===== config.mk =====
export PLATFORM = sky130hd
export DESIGN_NAME = game_flow_ctrl
export DESIGN_NICKNAME = d
export VERILOG_FILES = /design/src/rtl/game_pkg.sv /design/src/rtl/step_divider.sv /design/src/rtl/game_flow_ctrl.sv
export SDC_FILE = /design/constraint.sdc
export NUM_CORES = 1
export LEC_CHECK = 0
export ABC_AREA = 1
export CORE_MARGIN = 2
export CORE_UTILIZATION = 65
export CTS_BUF_LIST = sky130_fd_sc_hd__clkbuf_4
export DETAILED_ROUTE_END_ITERATION = 8
export DONT_BUFFER_PORTS = 1
export PLACE_DENSITY_LB_ADDON = 0.05
export SLEW_MARGIN = 40
export SYNTH_ARGS = -nofsm -noshare
export SYNTH_HDL_FRONTEND = slang
export SYNTH_SLANG_ARGS = --single-unit

===== constraint.sdc =====
create_clock -name clk -period 7.1 [get_ports clk]
set_clock_uncertainty 0.15 [all_clocks]
set_input_delay 1.065 -clock clk [delete_from_list [all_inputs] [get_ports clk]]
set_output_delay 1.065 -clock clk [all_outputs]
set_load 0.01 [all_outputs]

===== src/rtl/game_pkg.sv =====
// Shared types and helpers for the match sequencer: state encoding, winner
// codes, score ceiling and the level-to-bullet-divider mapping.
package game_pkg;

  typedef enum logic [2:0] {
    ST_IDLE   = 3'd0,
    ST_SERVE  = 3'd1,
    ST_PLAY   = 3'd2,
    ST_PAUSED = 3'd3,
    ST_OVER   = 3'd4
  } state_t;

  localparam logic [1:0] WIN_NONE = 2'b00;
  localparam logic [1:0] WIN_P1   = 2'b01;
  localparam logic [1:0] WIN_P2   = 2'b10;
  localparam logic [1:0] WIN_DRAW = 2'b11;

  localparam int SCORE_MAX = 99;

  // L1..L4 -> 4..1 frame_ticks per bullet step
  function automatic logic [2:0] level_div(input logic [3:0] level_num);
    return 3'd5 - level_num[2:0];
  endfunction

endpackage


===== src/rtl/step_divider.sv =====
// Frame-tick divider: emits a one-cycle step strobe every div enabled ticks.
// Holding en low freezes the count, so a paused game resumes mid-period.
module step_divider
  import game_pkg::*;
(
  input  logic       clk,
  input  logic       rst,
  input  logic       en,
  input  logic       clr,
  input  logic       tick,
  input  logic [2:0] div,
  output logic       step
);

  logic [2:0] cnt;

  always_ff @(posedge clk) begin
    if (rst || clr) begin
      cnt  <= 3'd0;
      step <= 1'b0;
    end else begin
      step <= 1'b0;
      if (en && tick) begin
        if (cnt == div - 3'd1) begin
          cnt  <= 3'd0;
          step <= 1'b1;
        end else begin
          cnt <= cnt + 3'd1;
        end
      end
    end
  end

endmodule


===== src/rtl/game_flow_ctrl.sv =====
// Match sequencer for the two-player shooter: owns game state, serve
// countdown, scoring with win detection, and the bullet step strobe.
//
// state   | meaning
// IDLE    | power-up, waiting for start
// SERVE   | countdown before play, start ignored
// PLAY    | movement/firing enabled, hits score
// PAUSED  | everything frozen until pause pressed again
// OVER    | winner held, start begins a new match
module game_flow_ctrl
  import game_pkg::*;
#(
  parameter int WIN_SCORE      = 20,
  parameter int SERVE_SECS     = 3,
  parameter int FRAMES_PER_SEC = 60
) (
  input  logic       clk,
  input  logic       rst,
  input  logic       frame_tick,
  input  logic       start_evt,
  input  logic       pause_evt,
  input  logic [1:0] level_sw,
  input  logic       hit1_wall,
  input  logic       hit1_player,
  input  logic       hit2_wall,
  input  logic       hit2_player,
  output logic [2:0] state,
  output logic       play_en,
  output logic       bullet_step,
  output logic [7:0] score1,
  output logic [7:0] score2,
  output logic [1:0] winner,
  output logic [3:0] level_num,
  output logic [3:0] countdown
);

  localparam int FW = $clog2(FRAMES_PER_SEC + 1);

  state_t        st;
  logic [FW-1:0] frame_cnt;
  logic [8:0]    sum1, sum2;
  logic [7:0]    nx1, nx2;
  logic          win1, win2, win_now, start_go;

  assign state = st;

  // wall hit is worth 2, player hit 1, so {wall, player} is the increment
  always_comb begin
    sum1    = {1'b0, score1} + 9'({hit1_wall, hit1_player});
    sum2    = {1'b0, score2} + 9'({hit2_wall, hit2_player});
    nx1     = (sum1 > 9'(SCORE_MAX)) ? 8'(SCORE_MAX) : sum1[7:0];
    nx2     = (sum2 > 9'(SCORE_MAX)) ? 8'(SCORE_MAX) : sum2[7:0];
    win1    = (nx1 >= 8'(WIN_SCORE));
    win2    = (nx2 >= 8'(WIN_SCORE));
    win_now = (st == ST_PLAY) && (win1 || win2);
    start_go = start_evt && ((st == ST_IDLE) || (st == ST_OVER));
  end

  always_ff @(posedge clk) begin
    if (rst) begin
      st        <= ST_IDLE;
      play_en   <= 1'b0;
      score1    <= 8'd0;
      score2    <= 8'd0;
      winner    <= WIN_NONE;
      level_num <= 4'd1;
      countdown <= 4'd0;
      frame_cnt <= '0;
    end else begin
      case (st)
        ST_IDLE, ST_OVER: begin
          if (start_evt) begin
            st        <= ST_SERVE;
            score1    <= 8'd0;
            score2    <= 8'd0;
            winner    <= WIN_NONE;
            level_num <= 4'(level_sw) + 4'd1;
            countdown <= 4'(SERVE_SECS);
            frame_cnt <= '0;
          end
        end
        ST_SERVE: begin
          if (frame_tick) begin
            if (frame_cnt == FW'(FRAMES_PER_SEC - 1)) begin
              frame_cnt <= '0;
              countdown <= countdown - 4'd1;
              if (countdown == 4'd1) begin
                st      <= ST_PLAY;
                play_en <= 1'b1;
              end
            end else begin
              frame_cnt <= frame_cnt + FW'(1);
            end
          end
        end
        ST_PLAY: begin
          score1 <= nx1;
          score2 <= nx2;
          if (win_now) begin
            st      <= ST_OVER;
            play_en <= 1'b0;
            winner  <= {win2, win1};
          end else if (pause_evt) begin
            st      <= ST_PAUSED;
            play_en <= 1'b0;
          end
        end
        ST_PAUSED: begin
          if (pause_evt) begin
            st      <= ST_PLAY;
            play_en <= 1'b1;
          end
        end
        default: begin
          st      <= ST_IDLE;
          play_en <= 1'b0;
        end
      endcase
    end
  end

  // the winning edge must not launch one more bullet step
  step_divider u_step (
    .clk  (clk),
    .rst  (rst),
    .en   ((st == ST_PLAY) && !win_now),
    .clr  (start_go),
    .tick (frame_tick),
    .div  (level_div(level_num)),
    .step (bullet_step)
  );

endmodule

; ---- After elaboration in Yosys (flattened, before gate mapping)
; Cells that the tools add are included.
[op_classes]
n_addsub = 8
order_cmp = 4
eq_ne = 14
muxes = 33
bitwise = 2
reduce_logical = 20
[ops]
columns = cell, count
row1 = case mux 8 bit (2 select lines), 2
row2 = two-way mux 3 bit, 8
row3 = two-way mux 8 bit, 3
row4 = adder 8 x 2 -> 9 bit, 2
row5 = > comparator 9 x 7 -> 1 bit (second input constant), 2
row6 = two-way mux 6 bit, 3
row7 = >= comparator 8 x 5 -> 1 bit (second input constant), 2
row8 = two-way mux 4 bit, 3
row9 = inequality test 2 bit (second input constant), 6
row10 = case mux 3 bit (4 select lines), 1
row11 = case mux 6 bit (2 select lines), 1
row12 = AND reduction 6 bit, 2
row13 = case mux 4 bit (2 select lines), 1
row14 = two-way mux 1 bit, 7
row15 = adder 6 x 1 -> 6 bit (second input constant), 1
row16 = equality test 3 x 2 -> 1 bit (second input constant), 2
row17 = equality test 6 bit (second input constant), 1
row18 = AND reduction 3 bit, 2
row19 = equality test 4 x 1 -> 1 bit (second input constant), 1
row20 = logical AND 1 bit, 4
row21 = two-way mux 2 bit, 2
row22 = case mux 1 bit (4 select lines), 1
row23 = case mux 2 bit (2 select lines), 1
row24 = AND reduction 2 bit, 2
row25 = other kinds (16), 21
[word_totals]
regBits = 40
in_bits = 11
output_inout_bits = 31

; ---- Depth between registers and ports, before layout
; Gate-level depths: netlist (run 1).
[logic_depth]
word_depth = 11
ltp_mapped = 17

; ---- Modules after synthesis
; From an unflattened synthesis (run 1), not the netlist that was laid out.
[unflattened]
cells_unflattened = 350
hier_area_um2 = 2339.7
[by_module_without_submodules]
columns = mod, n_inst, cells_each, area_per_inst_um2, seq_area_each_um2
row1 = game_flow_ctrl, 1, 309, 2068.2, 700.7
row2 = step_divider, 1, 41, 271.5, 80.1

; ---- Worst setup path before layout (run 1)
; Ideal clock, no wire load.
[synth_timing]
kind = input port to flip-flop
start = input port hit1_player
end = register st[0], in the netlist state[0]
setup_ns = 0.113
t_arrival_ns = 2.846
t_required_ns = 6.837
slack_ns = 3.991
stages = 14
n_path_buf = 0
cell_sequence = ha_1 fa_1 nand2_1 nor2_2 nand2_1 nand2_1 o21ai_2 nand4_2 nor2_4 nand4_1 nand3_2 nand2_1 nand2_1 nor2_1
[synth_between]
elab_chain_len = 8
elab_cells_between_ends = 10
cone_classes = add/sub: 1 / order compare: 2 / eq/ne: 1 / mux: 3 / reduce/logical: 3
[synth_lines]
columns = element, line_no
row1 = from (decl), game_flow_ctrl.sv:24  ; input logic hit1_player,
row2 = adder 8 x 2 -> 9 bit (*), game_flow_ctrl.sv:49  ; sum1 = {1'b0, score1} + 9'({hit1_wall, hit1_player});
row3 = > comparator 9 x 7 -> 1 bit, game_flow_ctrl.sv:51  ; nx1 = (sum1 > 9'(SCORE_MAX)) ? 8'(SCORE_MAX) : sum1[7:0];
row4 = two-way mux 8 bit (*), game_flow_ctrl.sv:51
row5 = >= comparator 8 x 5 -> 1 bit (*), game_flow_ctrl.sv:53  ; win1 = (nx1 >= 8'(WIN_SCORE));
row6 = logical OR 1 bit (*), game_flow_ctrl.sv:55  ; win_now = (st == ST_PLAY) && (win1 || win2);
row7 = logical AND 1 bit (*), game_flow_ctrl.sv:55
row8 = inequality test 3 bit (no source line) / two-way mux 3 bit (equally long branches), -
row9 = AND reduction 6 bit (no source line) / case mux 3 bit (4 select lines) (equally long branches), -
row10 = to (signal assigned), game_flow_ctrl.sv:61  ; st <= ST_IDLE;
row11 = to (signal assigned), game_flow_ctrl.sv:73  ; st <= ST_SERVE;
row12 = to (signal assigned), game_flow_ctrl.sv:88  ; st <= ST_PLAY;
row13 = to (decl), game_flow_ctrl.sv:39  ; state_t st;
; Mark *: on every way between the ends. The rest lies on a longest branch, timed or not.
; A chain may end at the register's enable or synchronous reset.

; ---- Worst setup path in the final report (run 1)
[layout_timing]
start = input port hit2_player
end = register st[1], in the netlist state[1]
[layout_between]
elab_chain_len = 8
elab_cells_between_ends = 10
cone_classes = add/sub: 1 / order compare: 2 / eq/ne: 1 / mux: 3 / reduce/logical: 3
[layout_lines]
columns = element, line_no
row1 = from (decl), game_flow_ctrl.sv:26  ; input logic hit2_player,
row2 = adder 8 x 2 -> 9 bit (*), game_flow_ctrl.sv:50  ; sum2 = {1'b0, score2} + 9'({hit2_wall, hit2_player});
row3 = > comparator 9 x 7 -> 1 bit, game_flow_ctrl.sv:52  ; nx2 = (sum2 > 9'(SCORE_MAX)) ? 8'(SCORE_MAX) : sum2[7:0];
row4 = two-way mux 8 bit (*), game_flow_ctrl.sv:52
row5 = >= comparator 8 x 5 -> 1 bit (*), game_flow_ctrl.sv:54  ; win2 = (nx2 >= 8'(WIN_SCORE));
row6 = logical OR 1 bit (*), game_flow_ctrl.sv:55
row7 = logical AND 1 bit (*), game_flow_ctrl.sv:55
row8 = inequality test 3 bit (no source line) / two-way mux 3 bit (equally long branches), -
row9 = AND reduction 6 bit (no source line) / case mux 3 bit (4 select lines) (equally long branches), -
; Marked as above.

==> reports/qor.yml, run 1 <==
yosys:
  yosysTopAreaCell: "dfxtp_1"
  yosys_register_bits: 39
  yosysUniqueCellTypes: 33
  synth-edff-count: 0
  synthCells: 334
  synth_top_area_share: 0.3446
  synth_nets: 357
  syn_area_um2: 2266
  async_reset_ff_frac: 0
  synth_flop_cell: "dfxtp_1"
  yosys_warnings: 0
  ys_top_cells_by_area: "dfxtp_1 (34%), nand2_1 (16%), inv_1 (7.5%), a21oi_1 (5.7%), ha_1 (5.5%)"
  avgSynthCellArea_um2: 6.784
  yosysMostFrequentCell: "nand2_1"
  synth-seq-area-share: 0.3446
  synth_top_cells_by_count: "nand2_1 (96), inv_1 (45), dfxtp_1 (39)"
worst_setup_path:
  r2r_slack_ns: 4.47
  crit_required_ns: 7.21
  end_kind: "register"
  rr_endpoint: "state[1]"
  reg2reg_from: "score2[0]"
  critPathLaunchType: "input pin"
  critPathArrivalTime_ns: 3.05
  critical_path.endpoint: "state[1]"
  crit_fanout: 5
  critPathKind: "input pin to register"
  reg2reg_depth: 16
  cp-startpoint: "hit2_player"
place:
  dpl.hpwl_mm: 3.430
  port_buffers: 0
  gp_congestion: 0.8301
min_path:
  hold_start: "frame_cnt[1]"
  hp-class: "register to register"
routing:
  vias: 2053
  wl_per_cell_um: 11.86
  drtPass1Iterations: 4
  routed_wl_mm: 4.543
  drc_errors: 0
  drtIter0Drc: 141
  via_per_inst: 5.360
  postRouteAntennaNets: 0
power_and_ir_drop:
  p_per_area_nw_per_um2: 281.2
  combinationalPowerShare: 0.342
  p_sw_frac: 0.4032
  pwr-share-clk: 0.219
  p_int_mw: 0.4006
  ir_drop_mv: 0.2012
  pwr-share-seq: 0.439
  p_total_mw: 0.6713
  leakagePower_nw: 1.068
  power.switching_mw: 0.2706
sta:
  fmax_mhz: 340.1
  worst-slew-pin-transition_ns: 0.6213
  finalSetupViolCount: 0
  period_needed_ns: 2.940
  final_max_slew_viol_count: 0
  holdWs_ns: 0.3493
  slew_headroom: 0.5854
  fin_setup_tns_ns: 0
  layout_worst_path_cycle_share: 0.4141
  hold_viol: 0
  rsz0062_at_grt: "false"
cells_and_area:
  fin_nets: 359
  syn_to_final_growth_pct: 5.356
  utilization: 0.7154
  drive_gt1_frac: 0.06825
  n_antenna_cell: 0
  fill_cells: 308
clock_tree:
  cts_root_buf: "clkbuf_4"
  postCtsSetupBuffers: 0
  post_cts_resized: 0
  cts_buffers: 5
  clock_tree.buffer_depth: 2
  clkTransAtPathRegs_ns: 0.11
  clk_latency_ns: 0.36
  cts_tree: "done"
  h-tree-depth: 2
  ctsHoldBuffers: 0
  cts.sinks: 39
grt:
  antenna_found_initial: 0
  first_global_vias: 1899
  grt_max_degree: 23
  grt_usage: 0.2486
  globalRouteOverflowTotal: 0
  grt_first_pass_wirelength_mm: 7.893
die:
  ios: 42
  initial_core_util: 0.6790
  die_x_um: 63.04
  die_area_um2: 3974
  die_h_um: 63.04
  rows: 21
  core_um2: 3337
run:
  maxCapViolCount: 0
outcome:
  status: "completed"
==> layout by cell type, fill, tap and decap left out, types with 5 or more instances in the layout <==
cell	n
nand3_1	19
clkbuf_4	5
dfxtp_1	39
o21ai_0	16
a21oi_1	26
ha_1	10
nand2_1	96
nand4_1	8
inv_1	45
nor3_1	7
nor2_1	25
==> layer usage <==
layer / global-route usage / part of all wire / vias up
li1: - / - / 1079
met1: 0.2896 / 0.45 / 911
met2: 0.4016 / 0.47 / 53
met3: 0.08468 / 0.066 / 10
met4: 0.1306 / 0.022 / 0
met5: 0 / 0 / -
==> flip-flops by register name, indices dropped and copies added, names as in the netlist <==
name,cells
countdown,4
score2,8
u_step.cnt,3
level_num,3
play_en,1
winner,2
score1,8
u_step.step,1
frame_cnt,6
state,3
==> per-stage QoR <==
| stage | instance area (um^2) | worst slack, ns | cells |
|---|---|---|---|
| finish | 2387 | 4.160 | 383 |
| global route | 2387 | 3.935 | 383 |
| CTS | 2387 | 4.183 | 383 |
| detailed placement | 2311 | 3.807 | 375 |
| global placement | 2308 | 3.827 | 375 |
| floorplan | 2266 | 3.991 | 334 |
==> worst max-delay path, cell delays in order <==
cell	delay, ns
ha_1	0.20
fa_1	0.41
nand2_1	0.11
nor2_1	0.07
nand2_1	0.08
nand4_1	0.07
nand2_1	0.15
nand2_1	0.09
nor2_1	0.11
nand2_1	0.08
inv_1	0.13
nand4_1	0.17
nand3_2	0.14
nand2_1	0.06
nand2_1	0.05
nor2_1	0.04
==> area by class of cell <==
| type | count | area, um^2 | area share |
|---|---|---|---|
| inverter | 46 | 172.7 | 0.07233 |
| sequential | 39 | 780.7 | 0.3270 |
| clock inverter | 3 | 38.79 | 0.01625 |
| timing repair buffer | 1 | 7.507 | 0.003145 |
| multi-input combinational | 243 | 1292 | 0.5414 |
| tap | 46 | 57.56 | 0.02411 |
| clock buffer | 5 | 37.54 | 0.01572 |
==> power by group through the flow <==
| stage | Combinational (mW) | Clock [mW] | Sequential [mW] |
|---|---|---|---|
| floorplan | 0.191 | 0 | 0.290 |
| global placement | 0.225 | 0 | 0.300 |
| detailed placement | 0.230 | 0 | 0.300 |
| CTS | 0.231 | 0.151 | 0.296 |
| global route | 0.270 | 0.158 | 0.300 |
| finish | 0.229 | 0.147 | 0.295 |
==> kinds of logic after synthesis <==
group	share of synthesized area
buffers and inverters	0.08834
AO/OA/AOI/OAI	0.1187
XOR/XNOR	0.02706
AND/OR/NAND/NOR	0.3468
flip-flops	0.3446
adder cells (fa/ha/maj)	0.07289
other	0.001655
==> how the worst min path moves through the flow <==
stage,end,slack [ns],cells after the start
4_1_cts,frame_cnt[1],0.35,2
5_1_grt,frame_cnt[1],0.37,2
3_5_place_dp,frame_cnt[1],0.33,2
3_3_place_gp,frame_cnt[1],0.32,2
6_report,frame_cnt[1],0.35,2
2_1_floorplan,frame_cnt[1],0.31,2
(Power assumes the default switching activity.)
==> run 2: changes to the inputs <==
==> constraint.sdc (replaced) <==
create_clock -name clk -period 3 [get_ports clk]
set_clock_uncertainty 0.15 [all_clocks]
set_input_delay 0.45 -clock clk [delete_from_list [all_inputs] [get_ports clk]]
set_output_delay 0.45 -clock clk [all_outputs]
set_load 0.01 [all_outputs]
==> run 2 against run 1 <==
Worst setup slack lost 3.8 ns. Clock-buffer cell count rose by 1. Die area stayed put. Sequential share of layout area down 0.79 points. Highest routed layer unchanged.
==> reports/qor.yml, run 2 (synthesis gave the netlist of run 1 again) <==
worst_setup_path:
  crit_required_ns: 3.09
  path_buf_inv: 1
  crit_fanout: 5
  cp_slowest_stage_delay_ns: 0.41
  critPathArrivalTime_ns: 2.74
  path_delay_family: "simple AND/OR/NAND/NOR gates"
  cpMaxStageDelayCell: "fa_1"
  critPathKind: "register to register"
  crit_chain: "ha_1, fa_1, nand2_1, nor2_1, nand2_1, nand4_1, nand2_1, nand2_1, nor2_1, nand2_1, inv_1, nand4_1, nand3_2, nand2_1, nand2_1, nor2_1"
  end_kind: "register"
  critPathLaunchType: "register"
  crit_path_frequent_cell: "nand2_1"
sta:
  period_needed_ns: 2.652
  slew_headroom: 0.5811
  hold_viol: 0
  final_max_slew_viol_count: 0
  finalSetupViolCount: 0
  fmax_mhz: 377.1
  layout_worst_path_cycle_share: 0.8840
  fin_setup_tns_ns: 0
  rsz0062_at_grt: "false"
  worst-slew-pin-transition_ns: 0.6276
die:
  initial_core_util: 0.6790
  rows: 21
  die_x_um: 63.04
  die_area_um2: 3974
  ios: 42
  core_um2: 3337
  die_h_um: 63.04
grt:
  antenna_found_initial: 0
  grt_first_pass_wirelength_mm: 8.038
  globalRouteOverflowTotal: 0
  grt_max_degree: 21
  grt_usage: 0.2522
  first_global_vias: 1983
clock_tree:
  clk_latency_ns: 0.34
  cts_buffers: 5
  cts_root_buf: "clkbuf_4"
  post_cts_resized: 0
  postCtsSetupBuffers: 0
  ctsHoldBuffers: 2
  h-tree-depth: 2
  clock_tree.buffer_depth: 2
  cts_tree: "done"
  clkTransAtPathRegs_ns: 0.12
  cts.sinks: 39
min_path:
  hp-class: "input pin to register"
cells_and_area:
  top_regs: "score1 x8, score2 x8, frame_cnt x6"
  final_area_um2: 2446
  drive_gt1_frac: 0.07059
  final_cell_mix: "nand2_1 (96), inv_1 (45), dfxtp_1 (39)"
  fill_cells: 299
  utilization: 0.7330
  fin_nets: 362
  syn_to_final_growth_pct: 7.952
  layout_commonest_cell: "nand2_1"
  n_antenna_cell: 0
power_and_ir_drop:
  ir_drop_mv: 0.6524
  p_per_area_nw_per_um2: 692.3
  leakagePower_nw: 1.094
outcome:
  status: "completed"
routing:
  postRouteAntennaNets: 0
  vias: 2112
  wl_per_cell_um: 12.19
  via_per_inst: 5.472
  drtPass1Iterations: 4
  routed_wl_mm: 4.704
  drc_errors: 0
  drtIter0Drc: 133
place:
  dpl.hpwl_mm: 3.389
  place_area_um2: 2311
  gp_congestion: 0.8364
  port_buffers: 0
run:
  maxCapViolCount: 0
==> run 2: cell types whose count changed in the layout (fill, tap and decap cells not counted) <==
cell / previous run / this run
dlygate4sd3_1: 0 / 3
clkbuf_4: 5 / 6
bufinv_16: 1 / 2
clkinv_2: 1 / 0
clkinv_1: 1 / 0
==> run 2: worst paths after layout <==
kind	startpoint	endpoint	slack, ns	cells past startpoint
worst max register to register	score2[0]	state[1]	0.35	16
worst min register to register	frame_cnt[1]	frame_cnt[1]	0.35	2
worst max-delay path	score2[0]	state[1]	0.35	16
worst min-delay path	rst	score2[7]	0.02	1
==> run 2: report_power, final <==
| part | internal, mW | leakage [nW] | switching [mW] |
|---|---|---|---|
| clock | 0.269 | 0.0559 | 0.167 |
| sequential | 0.589 | 0.317 | 0.108 |
| combinational | 0.192 | 0.722 | 0.369 |
==> run 2: area by class of cell <==
type / count / area (um^2) / share of cell area
Clock buffer: 6 / 45.04 / 0.01841
Clock inverter: 2 / 60.06 / 0.02455
Inverter: 46 / 172.7 / 0.07059
Tap cell: 46 / 57.56 / 0.02353
Multi-Input combinational cell: 243 / 1292 / 0.5284
Timing Repair Buffer: 4 / 37.54 / 0.01535
Sequential cell: 39 / 780.7 / 0.3192
==> run 2: per-layer routing <==
| metal | vias to the layer above | share of wire | global-route usage |
|---|---|---|---|
| met3 | 2 | 0.060 | 0.08468 |
| met4 | 0 | 0.0057 | 0.08056 |
| met2 | 60 | 0.48 | 0.4415 |
| li1 | 1088 | - | - |
| met5 | - | 0 | 0 |
| met1 | 962 | 0.45 | 0.2867 |
==> run 2: stage by stage <==
step | std cells | power (mW) | hold WS, ns | worst slack, ns
after floorplan | 334 | 1.138 | 0.3083 | 0.5058
after CTS | 385 | 1.695 | 0.001353 | 0.3869
after detailed placement | 375 | 1.252 | 0.3327 | 0.3259
after global placement | 375 | 1.243 | 0.3149 | 0.3499
after global routing | 386 | 1.822 | 0.001131 | 0.1545
final | 386 | 1.693 | 0.01978 | 0.3481
==> run 2: worst reg2reg max path: stages (launching register included) <==
cell and delay, ns:
dfxtp_1 0.37, ha_1 0.22, fa_1 0.41, nand2_1 0.11
nor2_1 0.07, nand2_1 0.09, nand4_1 0.09, nand2_1 0.16
nand2_1 0.09, nor2_1 0.11, nand2_1 0.08, inv_1 0.13
nand4_1 0.18, nand3_2 0.15, nand2_1 0.06, nand2_1 0.05
nor2_1 0.04
